File: config.mk
export PLATFORM = sky130hd
export DESIGN_NAME = pipeline_hazard_ctrl
export DESIGN_NICKNAME = d
export VERILOG_FILES = /design/src/rtl/pipe_pkg.sv /design/src/rtl/sat_counter.sv /design/src/rtl/pipeline_hazard_ctrl.sv
export SDC_FILE = /design/constraint.sdc
export NUM_CORES = 1
export LEC_CHECK = 0
export ABC_AREA = 0
export CAP_MARGIN = 5
export CORE_AREA = 4 4 85 67
export DETAILED_ROUTE_END_ITERATION = 8
export DIE_AREA = 0 0 89 71
export GPL_TIMING_DRIVEN = 1
export PLACE_DENSITY = 0.78
export SLEW_MARGIN = 20
export SYNTH_ARGS = -nofsm -noshare
export SYNTH_HDL_FRONTEND = slang
export SYNTH_SLANG_ARGS = --single-unit
File: constraint.sdc
create_clock -name clk_i -period 2.4 [get_ports clk_i]
set_clock_uncertainty 0.05 [all_clocks]
set_input_delay 0.48 -clock clk_i [delete_from_list [all_inputs] [get_ports clk_i]]
set_output_delay 0.48 -clock clk_i [all_outputs]
set_load 0.03 [all_outputs]
File: src/rtl/pipe_pkg.sv
// rtl/pipe_pkg.sv - shared types and constants for the pipeline hazard controller
//
// Purpose: sequencer state encoding, the hard-wired zero register index, the
// NOP encoding loaded by flushed pipeline registers, and the load-use test.
package pipe_pkg;

  typedef enum logic [0:0] {
    RUN      = 1'b0,
    MEM_WAIT = 1'b1
  } state_t;

  localparam logic [4:0]  REG_ZERO  = 5'd0;
  localparam logic [31:0] NOP_INSTR = 32'h0000_0000;

  // A load targeting r0 never produces a value, so it can never create a hazard.
  function automatic logic load_use_hit(input logic       mem_read,
                                        input logic [4:0] rd,
                                        input logic [4:0] rs,
                                        input logic [4:0] rt);
    return mem_read && (rd != REG_ZERO) && ((rd == rs) || (rd == rt));
  endfunction

endpackage

File: src/rtl/sat_counter.sv
// rtl/sat_counter.sv - saturating event counter
//
// Purpose: counts cycles with en high, holding at all-ones.
// Ports:
//   clk   in  clock, rising edge
//   rst_n in  asynchronous active-low reset, clears count
//   en    in  count this cycle
//   count out current count
module sat_counter #(
  parameter int W = 16
) (
  input  logic         clk,
  input  logic         rst_n,
  input  logic         en,
  output logic [W-1:0] count
);

  always_ff @(posedge clk or negedge rst_n) begin
    if (!rst_n) begin
      count <= '0;
    end else if (en && (count != {W{1'b1}})) begin
      count <= count + W'(1);
    end
  end

endmodule

File: src/rtl/pipeline_hazard_ctrl.sv
// rtl/pipeline_hazard_ctrl.sv - stall/flush sequencer for the 5-stage pipeline
//
// Purpose: drives pipeline register enables, flushes and the MEM/WB bubble from
// load-use hazards, taken branches and the data-memory handshake (with timeout).
// Ports:
//   clk_i, rst_n_i                 clock, asynchronous active-low reset
//   IFID_RSaddr_i, IFID_RTaddr_i   source registers of the instruction in ID
//   IDEX_MemRead_i, IDEX_RDaddr_i  load flag and destination of the instruction in EX
//   Branch_taken_i                 branch resolved taken in ID
//   Dmem_req_i, Dmem_ack_i         data-memory access request / completion
//   PCWrite_o .. MEMWBBubble_o     combinational pipeline controls
//   MemErr_o                       sticky memory-timeout flag
//   StallCycles_o, FlushCount_o    saturating performance counters
module pipeline_hazard_ctrl
  import pipe_pkg::*;
#(
  parameter int MEM_TIMEOUT = 64,
  parameter int CNT_W       = 16
) (
  input  logic             clk_i,
  input  logic             rst_n_i,
  input  logic [4:0]       IFID_RSaddr_i,
  input  logic [4:0]       IFID_RTaddr_i,
  input  logic             IDEX_MemRead_i,
  input  logic [4:0]       IDEX_RDaddr_i,
  input  logic             Branch_taken_i,
  input  logic             Dmem_req_i,
  input  logic             Dmem_ack_i,
  output logic             PCWrite_o,
  output logic             IFIDWrite_o,
  output logic             IFIDFlush_o,
  output logic             IDEXWrite_o,
  output logic             IDEXFlush_o,
  output logic             EXMEMWrite_o,
  output logic             MEMWBBubble_o,
  output logic             MemErr_o,
  output logic [CNT_W-1:0] StallCycles_o,
  output logic [CNT_W-1:0] FlushCount_o
);

  state_t     state;
  logic [7:0] wait_cnt;
  logic       lu;
  logic       ms;
  logic       timeout;
  logic       freeze;

  assign lu = load_use_hit(IDEX_MemRead_i, IDEX_RDaddr_i, IFID_RSaddr_i, IFID_RTaddr_i);
  assign ms = Dmem_req_i & ~Dmem_ack_i;

  // wait_cnt holds the number of frozen cycles already spent on the access,
  // including the RUN cycle that raised it, so the forced advance lands on
  // cycle MEM_TIMEOUT counted from the request. An ack always beats the timeout.
  assign timeout = (state == MEM_WAIT) && !Dmem_ack_i && (wait_cnt == 8'(MEM_TIMEOUT - 1));
  assign freeze  = (state == RUN) ? ms : (!Dmem_ack_i && !timeout);

  always_comb begin
    PCWrite_o     = 1'b1;
    IFIDWrite_o   = 1'b1;
    IFIDFlush_o   = 1'b0;
    IDEXWrite_o   = 1'b1;
    IDEXFlush_o   = 1'b0;
    EXMEMWrite_o  = 1'b1;
    MEMWBBubble_o = 1'b0;
    if (freeze) begin
      PCWrite_o     = 1'b0;
      IFIDWrite_o   = 1'b0;
      IDEXWrite_o   = 1'b0;
      EXMEMWrite_o  = 1'b0;
      MEMWBBubble_o = 1'b1;
    end else begin
      // The abandoned access must not retire into MEM/WB.
      if (timeout) MEMWBBubble_o = 1'b1;
      // A branch seen together with a load-use stall is re-resolved next cycle.
      if (lu) begin
        PCWrite_o   = 1'b0;
        IFIDWrite_o = 1'b0;
        IDEXFlush_o = 1'b1;
      end else if (Branch_taken_i) begin
        IFIDFlush_o = 1'b1;
      end
    end
  end

  always_ff @(posedge clk_i or negedge rst_n_i) begin
    if (!rst_n_i) begin
      state    <= RUN;
      wait_cnt <= '0;
      MemErr_o <= 1'b0;
    end else begin
      case (state)
        RUN: begin
          if (ms) begin
            state    <= MEM_WAIT;
            wait_cnt <= 8'd1;
          end
        end
        MEM_WAIT: begin
          if (Dmem_ack_i) begin
            state <= RUN;
          end else if (timeout) begin
            state    <= RUN;
            MemErr_o <= 1'b1;
          end else begin
            wait_cnt <= wait_cnt + 8'd1;
          end
        end
        default: state <= RUN;
      endcase
    end
  end

  sat_counter #(.W(CNT_W)) u_stall_cnt (
    .clk   (clk_i),
    .rst_n (rst_n_i),
    .en    (!PCWrite_o),
    .count (StallCycles_o)
  );

  sat_counter #(.W(CNT_W)) u_flush_cnt (
    .clk   (clk_i),
    .rst_n (rst_n_i),
    .en    (IFIDFlush_o),
    .count (FlushCount_o)
  );

endmodule
==> results.json <==
{
  "first_global_vias": 1975,
  "drt-initial-drc-count": 54,
  "htree_levels": 2,
  "cap_violations": 0,
  "cp.required_ns": 1.87,
  "vias": 1971,
  "synth-edff-count": 0,
  "timing.critical_path.from_type": "primary input",
  "dp_cells": 355,
  "dp_hpwl_um": 4030,
  "min_path_type": "in2async",
  "dr.pass1.iters": 5,
  "routed_wl_um": 5440,
  "max_stage_delay_ns": 0.56,
  "die_area_um2": 6320,
  "status": "finished with violations",
  "synth_top_area_share": 0.462,
  "synth.yosys.seq_area_share": 0.462,
  "synth.avg_cell_area_um2": 10.2,
  "violations": "negative setup slack",
  "ys_top_cells_by_area": "dfrtp_1 46%, xor2_1 9.6%, xnor2_1 6.2%",
  "whs_ns": 0.00794,
  "p_int_w": 0.00144,
  "multi_input_area_um2": 1200,
  "gp_congestion": 0.849,
  "clk_pin_slew_ns": 0.07,
  "regArea_um2": 1050,
  "power_density_nw_per_um2": 718,
  "cts_root_buf": "clkbuf_8",
  "clock_latency_ns": 0.30,
  "synth_top_area_cell": "dfrtp_1",
  "rsz0062_at_grt": "yes",
  "finalHoldViolCount": 0,
  "portBuffers": 60,
  "syn2layout_area_growth_pct": 42.7,
  "grt_max_degree": 23,
  "tightest_slew_ns": 0.379,
  "cp_common_cell": "o21ai_4",
  "yosysWarnings": 0,
  "end_kind": "output port",
  "layout-drive-gt1-share": 0.199,
  "cts.sinks": 42,
  "cpMaxStageDelayCell": "or4_4",
  "grt_pass1_wl_um": 9080,
  "power_w": 0.00233,
  "period_share": 1.04,
  "worst-r2r-cell-count": 7,
  "cts_buffer_depth": 2,
  "ant_nets": 0,
  "nets": 335,
  "fin_cells": 371,
  "synth_commonest_cells": "42 x dfrtp_1, 25 x xor2_1, 18 x nand2_1",
  "rows": 22,
  "grt.overflow.total": 0,
  "fin_ws_ns": -0.0930,
  "power.switching_w": 0.000892,
  "cp_max_fo": 4,
  "leakage_nw": 1.49,
  "sw_frac_of_total": 0.382,
  "fin_setup_tns_ns": -0.317,
  "syn_inst": 223,
  "wire_per_inst_um": 14.7,
  "cp.arrival_ns": 1.96,
  "grt_usage": 0.183,
  "min_period_ns": 2.49,
  "cts_buffers": 5,
  "synth_seq_cells": 42,
  "yosysMostFrequentCell": "dfrtp_1",
  "post-place-ws_ns": -0.416,
  "seq_power_share": 0.417,
  "antennaDiodeCount": 0,
  "max_slew_margin": 0.745,
  "ys_types": 40,
  "start_util": 0.472,
  "fp.dieW_um": 89,
  "boundaryPins": 61,
  "route.detailed.drc": 0,
  "fill_cells": 381,
  "async_flop_share": 1.00,
  "clkPwrFrac": 0.185,
  "ys.flop_type": "dfrtp_1",
  "syn-num-nets": 247,
  "fmax_mhz": 401,
  "combPwrFrac": 0.398,
  "die_h_um": 71,
  "drv_slew": 0,
  "finalSetupViolCount": 5,
  "cp_cell_sequence": "dlygate4sd2_1, or4_4, o21ai_4, o21ai_4, inv_2, and2_4, buf_6",
  "coreArea_um2": 4820,
  "routed_via_density": 5.31,
  "ir_worst_vdd_mv": 0.621,
  "antenna_found_initial": 0,
  "synthesis.area_um2": 2280,
  "cts_tree": "built",
  "path_class": "in2out"
}
==> power groups by stage <==
stage / Combinational [W] / Sequential (W) / Clock [W]
3_3_place_gp: 0.000887 / 0.000973 / 0
6_report: 0.000929 / 0.000972 / 0.000431
3_5_place_dp: 0.000903 / 0.000982 / 0
5_1_grt: 0.00100 / 0.000994 / 0.000477
2_1_floorplan: 0.000309 / 0.00116 / 0
4_1_cts: 0.000929 / 0.000971 / 0.000446
==> cell families after synthesis <==
kind of cell | Yosys count | synth area share
simple gates | 104 | 0.266
flops | 42 | 0.462
xor+xnor | 41 | 0.158
buf+inv | 15 | 0.0324
compound gates | 14 | 0.0456
mux | 4 | 0.0198
fa+ha+maj | 3 | 0.0165
==> metal layers <==
| metal | vias up | wire (µm) | track usage |
|---|---|---|---|
| met1 | 944 | 2470 | 0.241 |
| met2 | 54 | 2560 | 0.289 |
| met5 | - | 0 | 0 |
| li1 | 967 | - | - |
| met4 | 0 | 49 | 0.0545 |
| met3 | 6 | 350 | 0.0559 |
==> path summary, 6_finish.rpt <==
check	slack (ns)	from	to
min in group clk_i	0.46	MemErr_o$_DFFE_PN0P_	MemErr_o$_DFFE_PN0P_
hold / removal	0.008	rst_n_i	u_flush_cnt.count[0]$_DFFE_PN0P_
setup / recovery	-0.09	IDEX_RDaddr_i[1]	IFIDFlush_o
hold reg to reg	0.46	MemErr_o$_DFFE_PN0P_	MemErr_o$_DFFE_PN0P_
max in group asynchronous	1.77	rst_n_i	u_stall_cnt.count[2]$_DFFE_PN0P_
setup reg to reg	0.17	wait_cnt[5]$_DFFE_PN0P_	u_flush_cnt.count[7]$_DFFE_PN0P_
==> cell usage in the layout (no fill, tap or decap), drive strengths merged, types with 3 or more instances in the layout <==
cell / instances
a21oi: 4
and3: 12
buf: 35
clkbuf: 6
clkdlybuf4s50: 47
dfrtp: 42
dlygate4sd2: 6
ha: 3
inv: 7
mux2: 4
nand2: 18
nand3: 11
nand4: 18
nor2: 13
nor3: 11
nor4: 7
o21ai: 4
xnor2: 16
xor2: 25
==> registers in the layout, indices dropped and copies added, names as in the netlist <==
signal and count:
MemErr_o 1, state 1, u_flush_cnt.count 16, u_stall_cnt.count 16, wait_cnt 8
==> cell type report <==
type | count | share of cell area
multi-input combinational | 166 | 0.371
sequential | 42 | 0.324
timing repair buffer | 89 | 0.250
tap | 60 | 0.0231
clock buffer | 5 | 0.0212
inverter | 7 | 0.00809
clock inverter | 2 | 0.00308
==> what timing repair did <==
| action | CTS | global route |
|---|---|---|
| resized for setup | 16 | 4 |
| pin swaps | 7 | 3 |
| setup endpoints to repair | 9 | 7 |
| setup buffers | 8 | 1 |
| hold buffers | 0 | 0 |
==> per-stage QoR <==
| step | utilization | cell area, µm² |
|---|---|---|
| 2_1_floorplan | - | 2290 |
| 3_5_place_dp | 0.636 | 3060 |
| 6_report | 0.674 | 3250 |
| 3_3_place_gp | 0.636 | 3060 |
| 5_1_grt | 0.674 | 3250 |
| 4_1_cts | 0.671 | 3230 |
==> critical path: cells and delay by family <==
family          cells  cell delay [ns]
compound gates      2             0.27
buf+inv             3             0.50
simple gates        2             0.71
(Power assumes the default switching activity.)
